[config.mk]
export PLATFORM = sky130hd
export DESIGN_NAME = multiplier_sa
export DESIGN_NICKNAME = d
export VERILOG_FILES = /design/src/rtl/multiplier_sa.sv
export SDC_FILE = /design/constraint.sdc
export NUM_CORES = 1
export LEC_CHECK = 0
export ABC_AREA = 1
export CELL_PAD_IN_SITES_DETAIL_PLACEMENT = 1
export CELL_PAD_IN_SITES_GLOBAL_PLACEMENT = 1
export CORE_ASPECT_RATIO = 1.25
export CORE_UTILIZATION = 42
export CTS_CLUSTER_SIZE = 40
export DETAILED_ROUTE_END_ITERATION = 8
export HOLD_SLACK_MARGIN = 0.12
export PLACE_DENSITY_LB_ADDON = 0.3
export SYNTH_ARGS = -nofsm -noshare
export SYNTH_HDL_FRONTEND = slang
export SYNTH_SLANG_ARGS = --single-unit
[constraint.sdc]
create_clock -name clk -period 6.9 [get_ports clk]
set_input_delay 1.38 -clock clk [delete_from_list [all_inputs] [get_ports clk]]
set_output_delay 1.38 -clock clk [all_outputs]
set_load 0.02 [all_outputs]
[src/rtl/multiplier_sa.sv]
// Purpose: sequential shift-add multiplier, one operand pair per operation, unsigned or two's-complement.
// Latency: start accepted at edge N -> done pulses in the cycle after edge N+BITS+1; one op per BITS+2 cycles.
// Backpressure: none; start is only sampled in IDLE and is ignored while busy.
module multiplier_sa #(
    parameter int BITS   = 16,
    parameter int SIGNED = 0
) (
    input  logic              clk,
    input  logic              reset,
    input  logic              start,
    input  logic [BITS-1:0]   multiplicand,
    input  logic [BITS-1:0]   multiplier,
    output logic              done,
    output logic [2*BITS-1:0] product,
    output logic              busy
);

    localparam int PW = 2 * BITS;
    localparam int CW = $clog2(BITS + 1);
    localparam logic [CW-1:0] LAST_ITER = CW'(BITS - 1);

    typedef enum logic [1:0] {
        S_IDLE = 2'd0,
        S_MULT = 2'd1,
        S_DONE = 2'd2
    } state_t;

    state_t          state_q,   state_d;
    logic [BITS-1:0] mcand_q,   mcand_d;
    logic [BITS-1:0] mplr_q,    mplr_d;
    // Upper accumulator half plus one carry bit; the lower half shares the multiplier register.
    logic [BITS:0]   acc_q,     acc_d;
    logic [CW-1:0]   cnt_q,     cnt_d;
    logic            neg_q,     neg_d;
    logic            done_q,    done_d;
    logic [PW-1:0]   product_q, product_d;

    logic [BITS-1:0] a_mag;
    logic [BITS-1:0] b_mag;
    logic            a_neg;
    logic            b_neg;
    logic [BITS:0]   addend;
    logic [BITS:0]   sum;
    logic [PW-1:0]   prod_mag;

    // Operand magnitudes; -2^(BITS-1) maps onto itself, which is its correct unsigned magnitude.
    always_comb begin
        a_neg = (SIGNED != 0) && multiplicand[BITS-1];
        b_neg = (SIGNED != 0) && multiplier[BITS-1];
        a_mag = a_neg ? -multiplicand : multiplicand;
        b_mag = b_neg ? -multiplier   : multiplier;
    end

    // One shift-add step: conditional add into the upper half, then the whole chain shifts right.
    always_comb begin
        addend   = mplr_q[0] ? {1'b0, mcand_q} : '0;
        sum      = acc_q + addend;
        prod_mag = {acc_q[BITS-1:0], mplr_q};
    end

    // Next-state and datapath control.
    always_comb begin
        state_d   = state_q;
        mcand_d   = mcand_q;
        mplr_d    = mplr_q;
        acc_d     = acc_q;
        cnt_d     = cnt_q;
        neg_d     = neg_q;
        done_d    = 1'b0;
        product_d = product_q;

        case (state_q)
            S_IDLE: begin
                if (start) begin
                    state_d = S_MULT;
                    mcand_d = a_mag;
                    mplr_d  = b_mag;
                    neg_d   = a_neg ^ b_neg;
                    acc_d   = '0;
                    cnt_d   = '0;
                end
            end
            S_MULT: begin
                acc_d  = {1'b0, sum[BITS:1]};
                mplr_d = {sum[0], mplr_q[BITS-1:1]};
                cnt_d  = cnt_q + CW'(1);
                if (cnt_q == LAST_ITER) begin
                    state_d = S_DONE;
                end
            end
            S_DONE: begin
                product_d = neg_q ? -prod_mag : prod_mag;
                done_d    = 1'b1;
                state_d   = S_IDLE;
            end
            default: begin
                state_d = S_IDLE;
            end
        endcase
    end

    // State registers with synchronous reset; reset wins over a simultaneous start.
    always_ff @(posedge clk) begin
        if (reset) begin
            state_q   <= S_IDLE;
            mcand_q   <= '0;
            mplr_q    <= '0;
            acc_q     <= '0;
            cnt_q     <= '0;
            neg_q     <= 1'b0;
            done_q    <= 1'b0;
            product_q <= '0;
        end else begin
            state_q   <= state_d;
            mcand_q   <= mcand_d;
            mplr_q    <= mplr_d;
            acc_q     <= acc_d;
            cnt_q     <= cnt_d;
            neg_q     <= neg_d;
            done_q    <= done_d;
            product_q <= product_d;
        end
    end

    // Outputs come straight from flops so they cannot glitch with start.
    always_comb begin
        done    = done_q;
        product = product_q;
        busy    = (state_q != S_IDLE);
    end

endmodule

# Word-level counts from Yosys, hierarchy flattened
# Index checks and enable logic that the tools add are counted.
# Widths: inputs -> output; s select.
[op_classes]
addsub = 2
n_eq_ne = 5
muxes = 11
n_reduce_logical = 6
[ops]
columns = ["cell", "count"]
rows = [
  ["$pmux 17 s2", 1],
  ["$mux 16", 2],
  ["$pmux 16 s2", 1],
  ["$add 17x16->17", 1],
  ["$mux 17", 1],
  ["$pmux 5 s2", 1],
  ["$reduce_and 2->1", 3],
  ["$add 5x1->5 const B", 1],
  ["$eq 5x4->1 const B", 1],
  ["$mux 5", 1],
  ["$mux 2", 2],
  ["$ne 2x2->1 const B", 2],
  ["$pmux 2 s2", 1],
  ["$reduce_bool 2->1", 2],
  ["$eq 2x1->1 const B", 1],
  ["$eq 2x2->1 const B", 1],
  ["$logic_not 2->1", 1],
  ["$mux 1", 1],
]
[totals]
regBits = 89
in_bits = 35
out_inout_bits = 34
wordCells = 31

# Logic depth before layout (Yosys ltp)
[depth]
depth_word = 3
mapped_depth = 16
mapped_depth_nobuf = 14

# Worst setup path before layout
# No wires, ideal clock.
[synth_path]
path_type = "input to register"
start = "in reset"
end = "reg product_q[0], in the netlist product[0]"
setup_time_ps = 132
arrival_ps = 2145
t_required_ps = 6768
setup_slack_ps = 4623
stages = 4
n_path_buf = 3
path_cell_list = "clkbuf_1 buf_2 buf_1 a21oi_1"
[synth_rtl]
columns = ["item", "line", "rtl"]
rows = [
  ["from (decl)", "9", "input logic reset,"],
  ["to (signal assigned)", "121", "product_q <= product_d;"],
  ["to (decl)", "36", "logic [PW-1:0] product_q, product_d;"],
]
# No word-level cell between the ends.

# Worst setup path in the final report
[layout_path]
start = "reg state_q[1]"
end = "out busy"
[layout_via]
elab_chain_len = 1
[layout_rtl]
columns = ["item", "line", "rtl"]
rows = [
  ["from (decl)", "28", "state_t state_q, state_d;"],
  ["from (signal assigned)", "114", "state_q <= state_d;"],
  ["$reduce_bool 2->1", "129", "busy = (state_q != S_IDLE);"],
  ["to (decl)", "15", "output logic busy"],
]
# No other way between the ends.

==> results.txt <==
status: complete, no violations
Die Wd: 94.9 um
DRT Pass-1 Iters: 4
Critical Setup Path Class: flip-flop to output port
DR DRC count: 0
worst-skew pair later-pin latency: 0.34 ns
vias in the first global route: 4257
worst slew pin tran: 1.06 ns
CP Cell Sequence: inv_2 -> nand2_2 -> clkdlybuf4s50_1
Initial Utilization: 42.9%
Antenna diodes: 0
CTS Root Cell: clkbuf_16
DPL Wire Length: 8390 um
number of synthesized flops with an enable pin: 0
Net Sw Frac: 26.0%
Final setup viols: 0
CP max stage delay: 0.61 ns
Post-Synth XOR/XNOR Area: 0%
CP startpoint: state_q[1]$_SDFFE_PP0P_
reg2reg setup slack: 4.35 ns
Congestion Overflow GR: 0
initial antenna violation count: 0
Post-Route WL: 11800 um
Sequential Power Share: 48.0%
fmax: 335 MHz
Routed WL per cell: 14.7 um
Syn Std Cell Area: 0.00453 sq mm
post-synthesis mux area share: 0%
Hold Vio Cnt, Final: 0
top post-synthesis cells by count: 188 x nand2_1, 88 x dfxtp_1, 79 x inv_1
CP endpoint: busy
fin crit share: 43.3%
Post-Syn Instances: 618
WP data arrival: 1.61 ns
Yosys warning total: 0
crit path max fanout: 2
row count: 42
Synth Area in Adders: 5.41%
Clock Sinks: 88
Vias: 4169
Worst VDD drop: 129 uV
final core utilization: 51.9%
TNS Setup: 0 ns
layout cell share with drive strength beyond 1: 9.05%
starting DRC count in detailed routing: 98
Total GRT Usage: 22.9%
Final #Nets: 723
register area share after synthesis: 38.9%
postcts setup bufs: 0
unrepaired setup endpoints after global routing: false
Max Buffers Root-to-Sink: 2
simple-gate share of the synthesized area: 25.1%
type of element capturing the critical path: output port
post-cts sizing count: 0
die height: 118 um
global placement routability congestion: 0.845
Post-CTS Hold Fix Bufs: 0
first-pass GRT wire length: 19900 um
largest family of logic cells by synthesized area: simple AND/OR/NAND/NOR gates
pin count of the biggest net entering global routing: 89
mean post-synth cell area: 7.33 sq um
max_slew headroom: 29.2%
worst flop-to-flop path startpoint: mplr_q[0]$_SDFFE_PP0P_
final instance area: 0.00549 sq mm
Yosys cell types: 35
top-count cell post-synth: nand2_1
Worst Reg2Reg Path Length in Cells: 13
CP required: 5.52 ns
slowest CP cell: clkdlybuf4s50_1
Post-DRT Antenna Nets: 0
Post-synth ARST share: 0%
die area: 0.0112 sq mm
port bufs: 68
Comb pwr share: 10.8%
P_sw: 291 uW
Startpoint Class: flip-flop
core box area: 0.0106 sq mm
Final Max Slew Viols: 0
CTS H-Tree Depth: 3
Syn Nets: 672
top cells by area, synth: dfxtp_1 39%, nand2_1 16%, a211oi_2 8.0%
area grow syn2layout: 21.1%
skew final: 0.00551 ns
Synth area leader: dfxtp_1
Leak Pwr: 2.32 nW
I/O Pins: 69
cell internal pwr: 826 uW
Main synth FF type: dfxtp_1
Power Density: 203 mW/mm^2
FF+latch count, synth: 88
Synth top area share: 38.9%
complex-gate fraction of the synthesized area: 19.6%
CTS tree: yes
Tmin final: 2.99 ns
Hold Path Class: flip-flop to flip-flop
Reg2Reg Capture Point: acc_q[11]$_SDFFE_PP0P_
Placed Area: 0.00521 sq mm
CTS Buf Count: 9
Worst-path clk slew: 0.07 ns
Vias/cell: 5.17
max-cap viol count: 0
clock share of power: 41.2%
==> metal layers <==
| layer | wire length, um | global-route usage, % | vias to the layer above |
|---|---|---|---|
| met5 | 0 | 0 | - |
| met4 | 287 | 9.85 | 0 |
| met3 | 367 | 3.68 | 20 |
| met2 | 5940 | 39.6 | 81 |
| met1 | 5240 | 27.4 | 1976 |
| li1 | - | - | 2092 |
==> how the worst min path moves through the flow <==
stage                               to               startpoint  cells past startpoint
2_1_floorplan    cnt_q[4]$_SDFFE_PP0P_    cnt_q[4]$_SDFFE_PP0P_                      2
3_3_place_gp     cnt_q[4]$_SDFFE_PP0P_    cnt_q[4]$_SDFFE_PP0P_                      2
3_5_place_dp   mcand_q[4]$_SDFFE_PP0P_  mcand_q[4]$_SDFFE_PP0P_                      2
4_1_cts        mcand_q[4]$_SDFFE_PP0P_  mcand_q[4]$_SDFFE_PP0P_                      2
5_1_grt        mcand_q[5]$_SDFFE_PP0P_  mcand_q[5]$_SDFFE_PP0P_                      2
6_report       mcand_q[4]$_SDFFE_PP0P_  mcand_q[4]$_SDFFE_PP0P_                      2
==> logic make-up (layout without fill, tap and decap cells) <==
family / after synthesis / in the layout
adders and majority gates: 19 / 19
buffers and inverters: 115 / 171
and+or+nand+nor: 274 / 274
DFF: 88 / 88
AOI/OAI and AO/OA: 122 / 122
==> layout by cell type (no fill, tap or decap), types with 3 or more instances in the layout <==
master | Yosys | layout
inv_2 | 5 | 5
clkbuf_16 | 0 | 9
nor3_1 | 5 | 5
nor2_1 | 44 | 44
nand2_1 | 188 | 188
o21ai_1 | 7 | 7
ha_1 | 18 | 18
a211oi_1 | 17 | 17
clkinv_2 | 0 | 3
clkdlybuf4s50_1 | 0 | 67
dfxtp_1 | 88 | 88
inv_1 | 79 | 79
nand3_1 | 22 | 22
a211oi_2 | 29 | 29
a21oi_1 | 64 | 64
==> registers in the layout, indices dropped and copies added (netlist names) <==
| name | count |
|---|---|
| product | 32 |
| acc_q | 16 |
| mcand_q | 16 |
| mplr_q | 16 |
| cnt_q | 5 |
| state_q | 2 |
| done | 1 |
==> critical path: cells and delay by family (launching register included) <==
family,cells,cell delay [ns]
buf+inv,2,0.70
flops,1,0.45
simple gates,1,0.11
==> power groups by stage <==
stage	clock [mW]	combinational [mW]	sequential, mW
final	0.460	0.120	0.536
after global routing	0.494	0.132	0.538
after CTS	0.471	0.122	0.536
after detailed placement	0	0.122	0.547
after global placement	0	0.117	0.546
after floorplan	0	0.0919	0.542
==> area by class of cell <==
class / count / area, sq um
Fill cell: 1346 / 5080
Multi-Input combinational cell: 415 / 2270
Sequential cell: 88 / 1760
Timing Repair Buffer: 70 / 691
Inverter: 85 / 322
Clock buffer: 11 / 243
Tap cell: 132 / 165
Clock inverter: 5 / 32.5
==> metrics by stage <==
step	setup slack [ns]	power, mW	cells	hold slack (ns)
final	3.91	1.12	806	0.462
after global routing	3.88	1.16	806	0.480
after CTS	3.89	1.13	806	0.465
after detailed placement	3.70	0.669	790	0.455
after global placement	3.77	0.663	790	0.448
after floorplan	4.62	0.634	618	0.439
No activity file was read; power rests on OpenSTA's default activity.
==> RTL edit 1, RTL diff (same settings) <==
Change the parameter `SIGNED` from 0 to 1.
--- a/src/rtl/multiplier_sa.sv
+++ b/src/rtl/multiplier_sa.sv
@@ -3,7 +3,7 @@
 // Backpressure: none; start is only sampled in IDLE and is ignored while busy.
 module multiplier_sa #(
     parameter int BITS   = 16,
-    parameter int SIGNED = 0
+    parameter int SIGNED = 1
 ) (
     input  logic              clk,
     input  logic              reset,
Check against the original RTL: same outputs for any inputs over 10 cycles, from zero or initial values and one cycle with reset high; that may be too few to reach the edited logic, so the function may still have changed.
==> RTL edit 1 against the original RTL <==
Combinational power rose by 100%. Total power rose by 17%. Cell area rose by 30%. Wire length rose by 52%. Sequential cell count rose by 1. Area after synthesis rose by 35%. Worst setup slack got worse by 0.22 ns. Clock power rose by 11%. Sequential power rose by 3%.
==> RTL edit 1: results (changes against the original RTL) <==
stage;metric;value;unit;change
setup_path;reg-to-reg setup timing slack;4.41;ns;+0.06 ns
logic_synthesis;post-synthesis sequential area ratio;29.1;%;-9.8 points
global_route;GRT Total Usage;25.2;%;+2.3 points
setup_path;Critical Path Max Stage Delay;0.69;ns;+0.08 ns
power;net load switching power;0.398;mW;+37%
logic_synthesis;synth unique cells;46;;+31%
floorplanning;Die X;110;um;+16%
finish;filler instances;1952;;+45%
sta;final hold slack;0.483;ns;+0.0211 ns
finish;count of non-CTS inverters in the layout;136;;+60%
min_path;Hold Crit Endpoint;cnt_q[4];;
finish;multi-input logic area;3620;sq um;+59%
drt;met3 WL;374;um;+1.9%
setup_path;CP startpoint;start;;
setup_path;Crit-path slowest cell;nor2_4;;
drt;Detailed Route Iter0 Violations;218;;+120%
drt;drt via density;5.22;;+0.96%
global_route;met1 usage;31.3;%;+3.8 points
setup_path;worst-path maximum fanout;43;;+41
run_status;status;finished clean;;
logic_synthesis;Mapped Nets;1033;;+54%
finish;buffers outside the clock class;71;;+1.4%
finish;register area;1780;sq um;+1.1%
logic_synthesis;synth cell count leaders;nand2_1, inv_1, nor2_1;;
drt;Metal-1 WL;8150;um;+56%
min_path;Min-Delay Startpoint;cnt_q[4];;
finish;Non-clock buffering overhead;9.78;%;-2.8 points
global_route;number of global-route vias before repair;6133;;+44%
setup_path;R2R cell count;14;;+1
clocking;# clock sinks;89;;+1.1%
sta;Final Skew;0.00702;ns;+0.00152 ns
drt;routed length on met2;9090;um;+53%
clocking;Clk Latency, worst-skew pair;0.36;ns;+0.02 ns
finish;clk tree area frac;4.28;%;-0.74 points
finish;clock buf count;10;;-1
setup_path;Reg2Reg Capture Point;acc_q[15];;
logic_synthesis;Synth area leaders;dfxtp_1, nand2_1, inv_1, nor2_1, a21oi_1;;
drt;drt pass-1 iters;5;;+1
setup_path;Crit path arrival time;3.52;ns;+1.91 ns
global_route;GR Util met2;44.1;%;+4.5 points
placement;detailed placer's ending HPWL;13800;um;+65%
global_route;first-pass GRT wire length;29400;um;+48%
placement;GPL Wtd Cong;0.885;;+4.8%
-- RTL edit 1: logic make-up (layout without fill, tap and decap cells) --
kind of cell | Yosys count | in the layout | synth area share (%)
flip-flops | 89 | 89 | 29.1
XOR/XNOR | 16 | 16 | 2.29
adder cells (fa/ha/maj) | 22 | 22 | 4.61
AND/OR/NAND/NOR | 510 | 510 | 36.7
buffers and inverters | 171 | 223 | 12.0
AO/OA/AOI/OAI | 168 | 168 | 15.4
-- RTL edit 1: power by group through the flow --
stage          sequential, mW  clock, mW  combinational [mW]
2_1_floorplan           0.556          0               0.183
3_3_place_gp            0.564          0               0.237
3_5_place_dp            0.565          0               0.244
4_1_cts                 0.553      0.516               0.246
5_1_grt                 0.556      0.533               0.275
6_report                0.553      0.509               0.244
-- RTL edit 1: stage by stage --
step,setup slack (ns),instances
after floorplan,4.51,976
after global placement,3.33,1190
after detailed placement,3.33,1190
after CTS,3.68,1206
after global routing,3.49,1206
final,3.69,1206
==> RTL edit 2, RTL diff (config.mk and constraints unchanged) <==
Without the edit above. Encoding of `state_t`: now one-hot (3 bits for 3 states).
--- a/src/rtl/multiplier_sa.sv
+++ b/src/rtl/multiplier_sa.sv
@@ -19,10 +19,10 @@
     localparam int CW = $clog2(BITS + 1);
     localparam logic [CW-1:0] LAST_ITER = CW'(BITS - 1);
 
-    typedef enum logic [1:0] {
-        S_IDLE = 2'd0,
-        S_MULT = 2'd1,
-        S_DONE = 2'd2
+    typedef enum logic [2:0] {
+        S_IDLE = 3'b001,
+        S_MULT = 3'b010,
+        S_DONE = 3'b100
     } state_t;
 
     state_t          state_q,   state_d;
Check against the original RTL: same outputs for any inputs over 10 cycles, from zero or initial values and one cycle with reset high; not proved beyond that.
==> RTL edit 2 against the original RTL <==
First-iteration DRC count is 24% higher. Cell area fell by 2.6%. Via count rose by 0.24%. Die area shrank 5.0%. Sequential power rose by 3%. Wire length grew 6.1%. Area after synthesis shrank 5.1%. Sequential cell count rose by 1. Total power grew 5.0%. Worst setup slack worse by 0.11 ns. Critical path depth up 2.
==> RTL edit 2: results (changes against the original RTL) <==
stage;metric;value;unit;change
global_route;first-pass GRT wire length;20900;um;+4.8%
run_status;status;finished clean;;
sta;Final Skew;0.00483;ns;-0.000677 ns
placement;Place WS;3.46;ns;-0.248 ns
drt;met3 WL;253;um;-31%
drt;WL per Instance;15.6;um;+6.2%
min_path;Hold Crit Endpoint;cnt_q[3];;
finish;clk tree area frac;5.74;%;+0.72 points
setup_path;CP startpoint;reset;;
finish;fin nets;731;;+1.1%
finish;Non-clock buffering overhead;13.2;%;+0.57 points
global_route;number of global-route vias before repair;4403;;+3.4%
logic_synthesis;synth unique cells;31;;-11%
sta;period utilization;45.0;%;+1.6 points
logic_synthesis;post-synthesis sequential area ratio;41.5;%;+2.6 points
sta;measured slew at the worst slew-check pin;1.07;ns;+0.00841 ns
power;leak pwr;2.52;nW;+8.4%
finish;clock buf count;10;;-1
min_path;Min-Delay Startpoint;cnt_q[3];;
setup_path;Crit path arrival time;3.37;ns;+1.76 ns
setup_path;worst-path maximum fanout;68;;+66
global_route;GRT Total Usage;25.1;%;+2.2 points
drt;routed length on met2;6740;um;+14%
finish;buffers outside the clock class;71;;+1.4%
logic_synthesis;Compound-Gate Fraction of Synth Area;15.7;%;-3.9 points
global_route;GR Util met2;47.2;%;+7.6 points
finish;register area;1780;sq um;+1.1%
placement;GPL Wtd Cong;0.823;;-2.6%
clocking;# clock sinks;89;;+1.1%
power;Max IR drop VDD;0.000128;V;-0.88%
-- RTL edit 2: cell count changes after synthesis, moves of 7 or more --
cell and delta:
nor2_1 +62, o21ai_0 +57, nand2_1 -45, a21oi_1 -32
a211oi_2 -29, a211oi_1 -17, a31oi_1 +15, inv_1 -14
o21ai_1 +9, clkbuf_1 +7
-- RTL edit 2: stage by stage --
stage | instance area (sq um) | std cells
2_1_floorplan | 4300 | 623
3_3_place_gp | 5040 | 792
3_5_place_dp | 5040 | 792
4_1_cts | 5350 | 805
5_1_grt | 5350 | 805
6_report | 5350 | 805
-- RTL edit 2: report_power, final --
group | total [mW] | switching, mW | internal (mW) | leakage [nW]
clock | 0.516 | 0.195 | 0.321 | 0.147
combinational | 0.103 | 0.0605 | 0.0426 | 1.65
sequential | 0.553 | 0.0183 | 0.535 | 0.725
total | 1.17 | 0.273 | 0.899 | 2.52
